**src/rtl/decode_pkg.sv**
```systemverilog
// decode_pkg: opcodes, ALU control codes, FSM state and the control bundle
// shared by the decode stage and its register file.
package decode_pkg;

    localparam logic [3:0] OP_HALT = 4'b0000;
    localparam logic [3:0] OP_BR   = 4'b0010;
    localparam logic [3:0] OP_JMP  = 4'b0100;
    localparam logic [3:0] OP_WRR  = 4'b0110;
    localparam logic [3:0] OP_ST   = 4'b0111;
    localparam logic [3:0] OP_LD   = 4'b1000;
    localparam logic [3:0] OP_ALUX = 4'b1010;
    localparam logic [3:0] OP_ALUS = 4'b1011;
    localparam logic [3:0] OP_ALU0 = 4'b1100;
    localparam logic [3:0] OP_ALU1 = 4'b1101;
    localparam logic [3:0] OP_ALU2 = 4'b1110;
    localparam logic [3:0] OP_ALU3 = 4'b1111;

    localparam logic [3:0] ALU_C0  = 4'd0;
    localparam logic [3:0] ALU_C1  = 4'd1;
    localparam logic [3:0] ALU_C2  = 4'd2;
    localparam logic [3:0] ALU_C3  = 4'd3;
    localparam logic [3:0] ALU_S0  = 4'd8;
    localparam logic [3:0] ALU_NOP = 4'd15;

    typedef enum logic {
        RUN,
        HALTED
    } state_e;

    typedef struct packed {
        logic       wr_en;
        logic       branch;
        logic       jump;
        logic       rqrd_imm;
        logic       rs_imm;
        logic       mem_wr;
        logic       mem_rd;
        logic       halt;
        logic [3:0] alu;
    } ctrl_t;

    localparam ctrl_t CTRL_RST = '{alu: ALU_NOP, default: 1'b0};

    // Function field 0 of the short-form ALU group aliases to code 8.
    function automatic logic [3:0] alu_ctrl(input logic [15:0] inst);
        logic [3:0] a;
        case (inst[15:12])
            OP_ALU0: a = ALU_C0;
            OP_ALU1: a = ALU_C1;
            OP_ALU2: a = ALU_C2;
            OP_ALU3: a = ALU_C3;
            OP_ALUS: a = (inst[2:0] != 3'd0) ? {1'b0, inst[2:0]} : ALU_S0;
            OP_ALUX: a = {1'b1, inst[2:0]};
            default: a = ALU_NOP;
        endcase
        return a;
    endfunction

endpackage

```
**src/rtl/decode_rf.sv**
```systemverilog
// decode_rf: REG_CNT x DATA_W register file, two async reads, one write.
// DECODE_RF_BYPASS_EN makes a same-cycle write visible to the reads.
module decode_rf
    import decode_pkg::*;
#(
    parameter  int DATA_W  = 32,
    parameter  int REG_CNT = 8,
    localparam int IDX_W   = $clog2(REG_CNT)
) (
    input  logic              clk,
    input  logic              rst_ni,
    input  logic              we_i,
    input  logic [IDX_W-1:0]  wa_i,
    input  logic [DATA_W-1:0] wd_i,
    input  logic [IDX_W-1:0]  ra0_i,
    input  logic [IDX_W-1:0]  ra1_i,
    output logic [DATA_W-1:0] rd0_o,
    output logic [DATA_W-1:0] rd1_o
);

    logic [DATA_W-1:0] mem_q [REG_CNT];

    always_ff @(posedge clk) begin
        if (!rst_ni) begin
            for (int i = 0; i < REG_CNT; i++) begin
                mem_q[i] <= '0;
            end
        end else if (we_i) begin
            mem_q[wa_i] <= wd_i;
        end
    end

`ifdef DECODE_RF_BYPASS_EN
    assign rd0_o = (we_i && wa_i == ra0_i) ? wd_i : mem_q[ra0_i];
    assign rd1_o = (we_i && wa_i == ra1_i) ? wd_i : mem_q[ra1_i];
`else
    assign rd0_o = mem_q[ra0_i];
    assign rd1_o = mem_q[ra1_i];
`endif

endmodule

```
**src/rtl/decode_stage.sv**
```systemverilog
// decode_stage: registered, handshaked decode with regfile, load-use stall,
// flush and halt FSM. Optional write-through via DECODE_RF_BYPASS_EN.
module decode_stage
    import decode_pkg::*;
#(
    parameter  int DATA_W  = 32,
    parameter  int PC_W    = 16,
    parameter  int REG_CNT = 8,
    localparam int IDX_W   = $clog2(REG_CNT)
) (
    input  logic              clk,
    input  logic              rst,
    input  logic              in_valid,
    output logic              in_ready,
    input  logic [PC_W-1:0]   in_pc,
    input  logic [PC_W-1:0]   in_pc_plus1,
    input  logic [15:0]       in_inst,
    input  logic              flush,
    input  logic              wb_en,
    input  logic [IDX_W-1:0]  wb_reg,
    input  logic [DATA_W-1:0] wb_data,
    output logic              out_valid,
    input  logic              out_ready,
    output logic [PC_W-1:0]   out_pc,
    output logic [15:0]       out_inst,
    output logic [DATA_W-1:0] out_reg1,
    output logic [DATA_W-1:0] out_reg2,
    output logic [IDX_W-1:0]  out_rqrd,
    output logic [IDX_W-1:0]  out_rs,
    output logic [IDX_W-1:0]  out_wr_reg,
    output logic              out_wr_en,
    output logic              out_branch,
    output logic              out_jump,
    output logic              out_rqrd_imm,
    output logic              out_rs_imm,
    output logic              out_mem_wr,
    output logic              out_mem_rd,
    output logic              out_halt,
    output logic [3:0]        out_alu_ctrl,
    output logic              halted
);

    logic [3:0]        op;
    ctrl_t             ctrl_d, ctrl_q;
    logic [IDX_W-1:0]  rq_d, rs_d, wr_d;
    logic [IDX_W-1:0]  rq_q, rs_q, wr_q;
    logic [PC_W-1:0]   pc_d, pc_q;
    logic [15:0]       inst_q;
    logic [DATA_W-1:0] reg1_d, reg2_d, reg1_q, reg2_q;
    logic              valid_d, valid_q;
    state_e            state_q;
    logic              stall, load;

    assign op   = in_inst[15:12];
    assign rq_d = IDX_W'(in_inst[14] ? in_inst[11:9] : in_inst[5:3]);
    assign rs_d = IDX_W'(in_inst[8:6]);
    assign wr_d = IDX_W'(in_inst[11:9]);

    always_comb begin
        ctrl_d          = CTRL_RST;
        ctrl_d.halt     = op == OP_HALT;
        ctrl_d.branch   = op == OP_BR;
        ctrl_d.jump     = op == OP_JMP;
        ctrl_d.mem_wr   = op == OP_ST;
        ctrl_d.mem_rd   = op == OP_LD;
        ctrl_d.wr_en    = in_inst[15] || op == OP_WRR;
        ctrl_d.rqrd_imm = ctrl_d.mem_wr || ctrl_d.mem_rd;
        ctrl_d.rs_imm   = in_inst[15] && in_inst[14] && !ctrl_d.halt;
        ctrl_d.alu      = alu_ctrl(in_inst);
    end

    // Halt keeps its own PC so a restart resumes at the halt itself.
    assign pc_d = ctrl_d.halt ? in_pc : in_pc_plus1;

    decode_rf #(
        .DATA_W  (DATA_W),
        .REG_CNT (REG_CNT)
    ) u_rf (
        .clk    (clk),
        .rst_ni (rst),
        .we_i   (wb_en),
        .wa_i   (wb_reg),
        .wd_i   (wb_data),
        .ra0_i  (rq_d),
        .ra1_i  (rs_d),
        .rd0_o  (reg1_d),
        .rd1_o  (reg2_d)
    );

    // Flush overrides the load-use stall so the offered input is consumed.
    assign stall = valid_q && ctrl_q.mem_rd && ctrl_q.wr_en && in_valid &&
                   (wr_q == rq_d || wr_q == rs_d) && !flush;

    assign in_ready = (!valid_q || out_ready) && state_q == RUN && !stall;
    assign load     = in_valid && in_ready && !flush;

    always_comb begin
        valid_d = valid_q;
        if (flush) begin
            valid_d = 1'b0;
        end else if (load) begin
            valid_d = 1'b1;
        end else if (out_ready) begin
            valid_d = 1'b0;
        end
    end

    always_ff @(posedge clk) begin
        if (!rst) begin
            state_q <= RUN;
            valid_q <= 1'b0;
            ctrl_q  <= CTRL_RST;
            pc_q    <= '0;
            inst_q  <= '0;
            reg1_q  <= '0;
            reg2_q  <= '0;
            rq_q    <= '0;
            rs_q    <= '0;
            wr_q    <= '0;
        end else begin
            valid_q <= valid_d;
            if (load) begin
                ctrl_q <= ctrl_d;
                pc_q   <= pc_d;
                inst_q <= in_inst;
                reg1_q <= reg1_d;
                reg2_q <= reg2_d;
                rq_q   <= rq_d;
                rs_q   <= rs_d;
                wr_q   <= wr_d;
            end
            case (state_q)
                RUN:    if (load && ctrl_d.halt) state_q <= HALTED;
                HALTED: if (flush) state_q <= RUN;
            endcase
        end
    end

    assign out_valid    = valid_q;
    assign out_pc       = pc_q;
    assign out_inst     = inst_q;
    assign out_reg1     = reg1_q;
    assign out_reg2     = reg2_q;
    assign out_rqrd     = rq_q;
    assign out_rs       = rs_q;
    assign out_wr_reg   = wr_q;
    assign out_wr_en    = ctrl_q.wr_en;
    assign out_branch   = ctrl_q.branch;
    assign out_jump     = ctrl_q.jump;
    assign out_rqrd_imm = ctrl_q.rqrd_imm;
    assign out_rs_imm   = ctrl_q.rs_imm;
    assign out_mem_wr   = ctrl_q.mem_wr;
    assign out_mem_rd   = ctrl_q.mem_rd;
    assign out_halt     = ctrl_q.halt;
    assign out_alu_ctrl = ctrl_q.alu;
    assign halted       = (state_q == HALTED);

endmodule

```
**config.mk**
```make
export PLATFORM = sky130hd
export DESIGN_NAME = decode_stage
export DESIGN_NICKNAME = d
export VERILOG_FILES = /design/src/rtl/decode_pkg.sv /design/src/rtl/decode_rf.sv /design/src/rtl/decode_stage.sv
export SDC_FILE = /design/constraint.sdc
export NUM_CORES = 1
export LEC_CHECK = 0
export CORE_ASPECT_RATIO = 0.75
export CORE_MARGIN = 4
export CORE_UTILIZATION = 30
export CTS_CLUSTER_SIZE = 24
export DETAILED_ROUTE_END_ITERATION = 10
export PLACE_DENSITY = 0.52
export SLEW_MARGIN = 20
export SYNTH_ARGS = -nofsm -noshare
export SYNTH_HDL_FRONTEND = slang
export SYNTH_SLANG_ARGS = --single-unit
```
**constraint.sdc**
```tcl
create_clock -name clk -period 5.51 [get_ports clk]
set_clock_uncertainty 0.1 [all_clocks]
set_input_delay 1.3775 -clock clk [delete_from_list [all_inputs] [get_ports clk]]
set_output_delay 1.3775 -clock clk [all_outputs]
set_load 0.005 [all_outputs]
```
==> results of run 1 <==
power by group through the flow:
stage	logic, mW	clock network (mW)	registers [mW]
floorplan	0.450	0	3.27
global placement	0.872	0	3.28
detailed placement	0.877	0	3.29
CTS	0.879	2.93	3.23
global route	0.935	3.03	3.25
finish	0.868	2.85	3.23
kinds of logic after synthesis:
kind of cell | after synthesis | share of synthesized area [%]
AOI/OAI and AO/OA | 158 | 7.52
xor gates and xnor gates | 6 | 0.295
buffers and inverters | 134 | 3.19
DFF | 369 | 55.8
muxes | 150 | 13.0
and+or+nand+nor | 719 | 20.1
worst max-delay path: stages:
cell             delay [ps]
clkdlybuf4s50_1         680
mux2i_1                 310
xnor2_1                 110
o31ai_2                 310
nand4_1                 120
nor2_1                  120
nor3_1                   50
clkdlybuf4s50_1         450
layout by cell type (no fill, tap or decap), types with 45 or more instances in the layout:
cell,n
nand2_1,317
mux2i_1,84
o211a_1,52
clkdlybuf4s50_1,204
clkbuf_16,45
nand3_1,69
mux4_2,64
dfxtp_1,113
and2_1,258
edfxtp_1,256
routing by layer:
metal  wire length (um)  track usage [%]
met1              25400             24.1
met2              27000             29.5
met5                 54                0
met3               4790             4.32
met4               1250             4.75
synth_stat cells (all sizes together), types with 2 or more instances:
cell and number:
o211a 52, xnor2 6, inv 5, and2 258, buf 42, nor2 15, mux4 64, mux2i 85
nand2b 9, a21boi 53, o21ai 13, nor2b 3, o32ai 4, edfxtp 256, nor3b 3, dfxtp 113
nor3 4, nand2 317, clkbuf 87, nand4 33, or4 2, a32oi 32, nand3 69
path summary, 6_finish.rpt:
kind                                    end  slack, ps  cells after the start
worst min-delay path            out_inst[5]        360                      2
worst max register to register  out_reg1[7]       2870                      7
worst min register to register  out_inst[5]        360                      2
worst max-delay path               in_ready        500                      8
per-stage QoR:
stage                     worst slack, ps  power, mW  util (%)  std cells  instance area (um^2)
after floorplan                       995       3.72         -       1536                 17800
after global placement                401       4.15      35.5       2446                 20900
after detailed placement              462       4.17      35.5       2446                 20900
after CTS                             454       7.04      37.9       2524                 22300
after global routing                  333       7.21      37.9       2525                 22300
final                                 503       6.95      37.9       2526                 22300
area by class of cell:
class                      instances  area, um^2  area share, %
sequential                       369        9950           44.6
multi-input combinational       1033        7530           33.7
timing repair buffer             249        2420           10.9
clock buffer                      56        1190           5.32
tap                              790         988           4.43
clock inverter                    22         206          0.926
inverter                           5        18.8         0.0841
antenna                            2        5.00         0.0224
==> reports/metrics.cfg, run 1 <==
[clocking]
hold_buffers = 0
cts_tree = done
cts_buffer_depth = 3
clk_latency_ps = 570
clock_sinks = 369
clk_pin_slew_ps = 60
ctsHtreeMaxLevel = 2
root_buffer = clkbuf_16
postCtsSetupRepairBufs = 0
cts.repair.resized = 0
cts_buffers = 42

[pwr]
p_clk_share_pct = 41.0
internal_power_mw = 5.20
pwr-share-seq_pct = 46.5
power_switching_mw = 1.75
swShare_pct = 25.2
vdd_ir_drop_max_uv = 204
power.leakage_nw = 8.31
p_comb_share_pct = 12.5
power_density_mw_per_mm2 = 312

[sta]
max_slew_margin_pct = 25.1
whs_ps = 356
tns_ps = 0
fmax_mhz = 200
hold_viol_final = 0
worst_slew_pin_slew_ps = 1120
rsz0062_at_grt = no
fin_crit_sh_pct = 90.9
period_minus_slack_ps = 5010
setup_viol = 0
maxSlewViolCount = 0

[placement]
io_buffers = 208
dpl.hpwl_mm = 33.7
gp_congestion = 0.772

[synth]
synth.avg_cell_area_um2 = 11.6
yosys.area.top_type = edfxtp_1
synth_area_leaders = edfxtp_1 43%, dfxtp_1 13%, and2_1 9.1%
syn_nets = 1625
synthCells = 1536
netlist_area_mm2 = 0.0178
synth_edf_count = 256
synth_warnings = 0
ys_types = 39
ys_seq_area_share_pct = 55.8
synth_seq_cells = 369
async_flop_share_pct = 0
ys.flop_type = edfxtp_1
yosys.area.top_type_share_pct = 43.1

[route]
drt_iter0_drc = 888
drt-total-wl_mm = 58.5
routedWlPerCell_um = 23.2
via_per_inst = 5.07
vias = 12808
firstDrtPassIters = 5
drc = 0
ant_nets = 0

[min_path]
min_from = out_inst[5]
min_path_type = reg2reg

[global_routing]
grt_max_degree = 106
grt_pass1_wl_mm = 84.8
first_global_vias = 12865
grt_antenna_before_repair = 8
grt-ovfl-total = 0
track_usage_pct = 18.0

[die]
die_height_um = 219
core_mm2 = 0.0589
rows = 77
initial_core_util_pct = 30.3
die-area_mm2 = 0.0634
pin_count = 209
die_w_um = 289

[cells_and_area]
largest_reg_flops = 256
nFillCells = 5627
drive_gt1_share_pct = 11.5
top_register = u_rf.mem_q
synthToLayoutAreaGrowth_pct = 25.2
finalNetCount = 1789

[run]
cap_violations = 0

[worst_setup_path]
cp-startpoint = in_inst[14]
arrival_ps = 3530
worstPathMaxFanout = 5
r2r-start = out_wr_reg[1]
cp-start-kind = primary input
critPathRequiredTime_ps = 4030
worstSetupEndpointType = output pin
crit_type = in2out

[status]
status = complete, no violations

No activity file was read; power rests on OpenSTA's default activity.
==> run 2, diff against run 1 <==
Settings changed: ABC_CLOCK_PERIOD_IN_PS from default to 5510.
==> results of run 2 <==
Same layout as run 1: the final DEF is identical, and so are final timing and power.
==> run 3, diff against run 2 <==
Settings changed: ABC_AREA from default to 0, HOLD_SLACK_MARGIN from default to 0.05.
==> results of run 3 <==
Same layout as run 1: the final DEF is identical, and so are final timing and power.
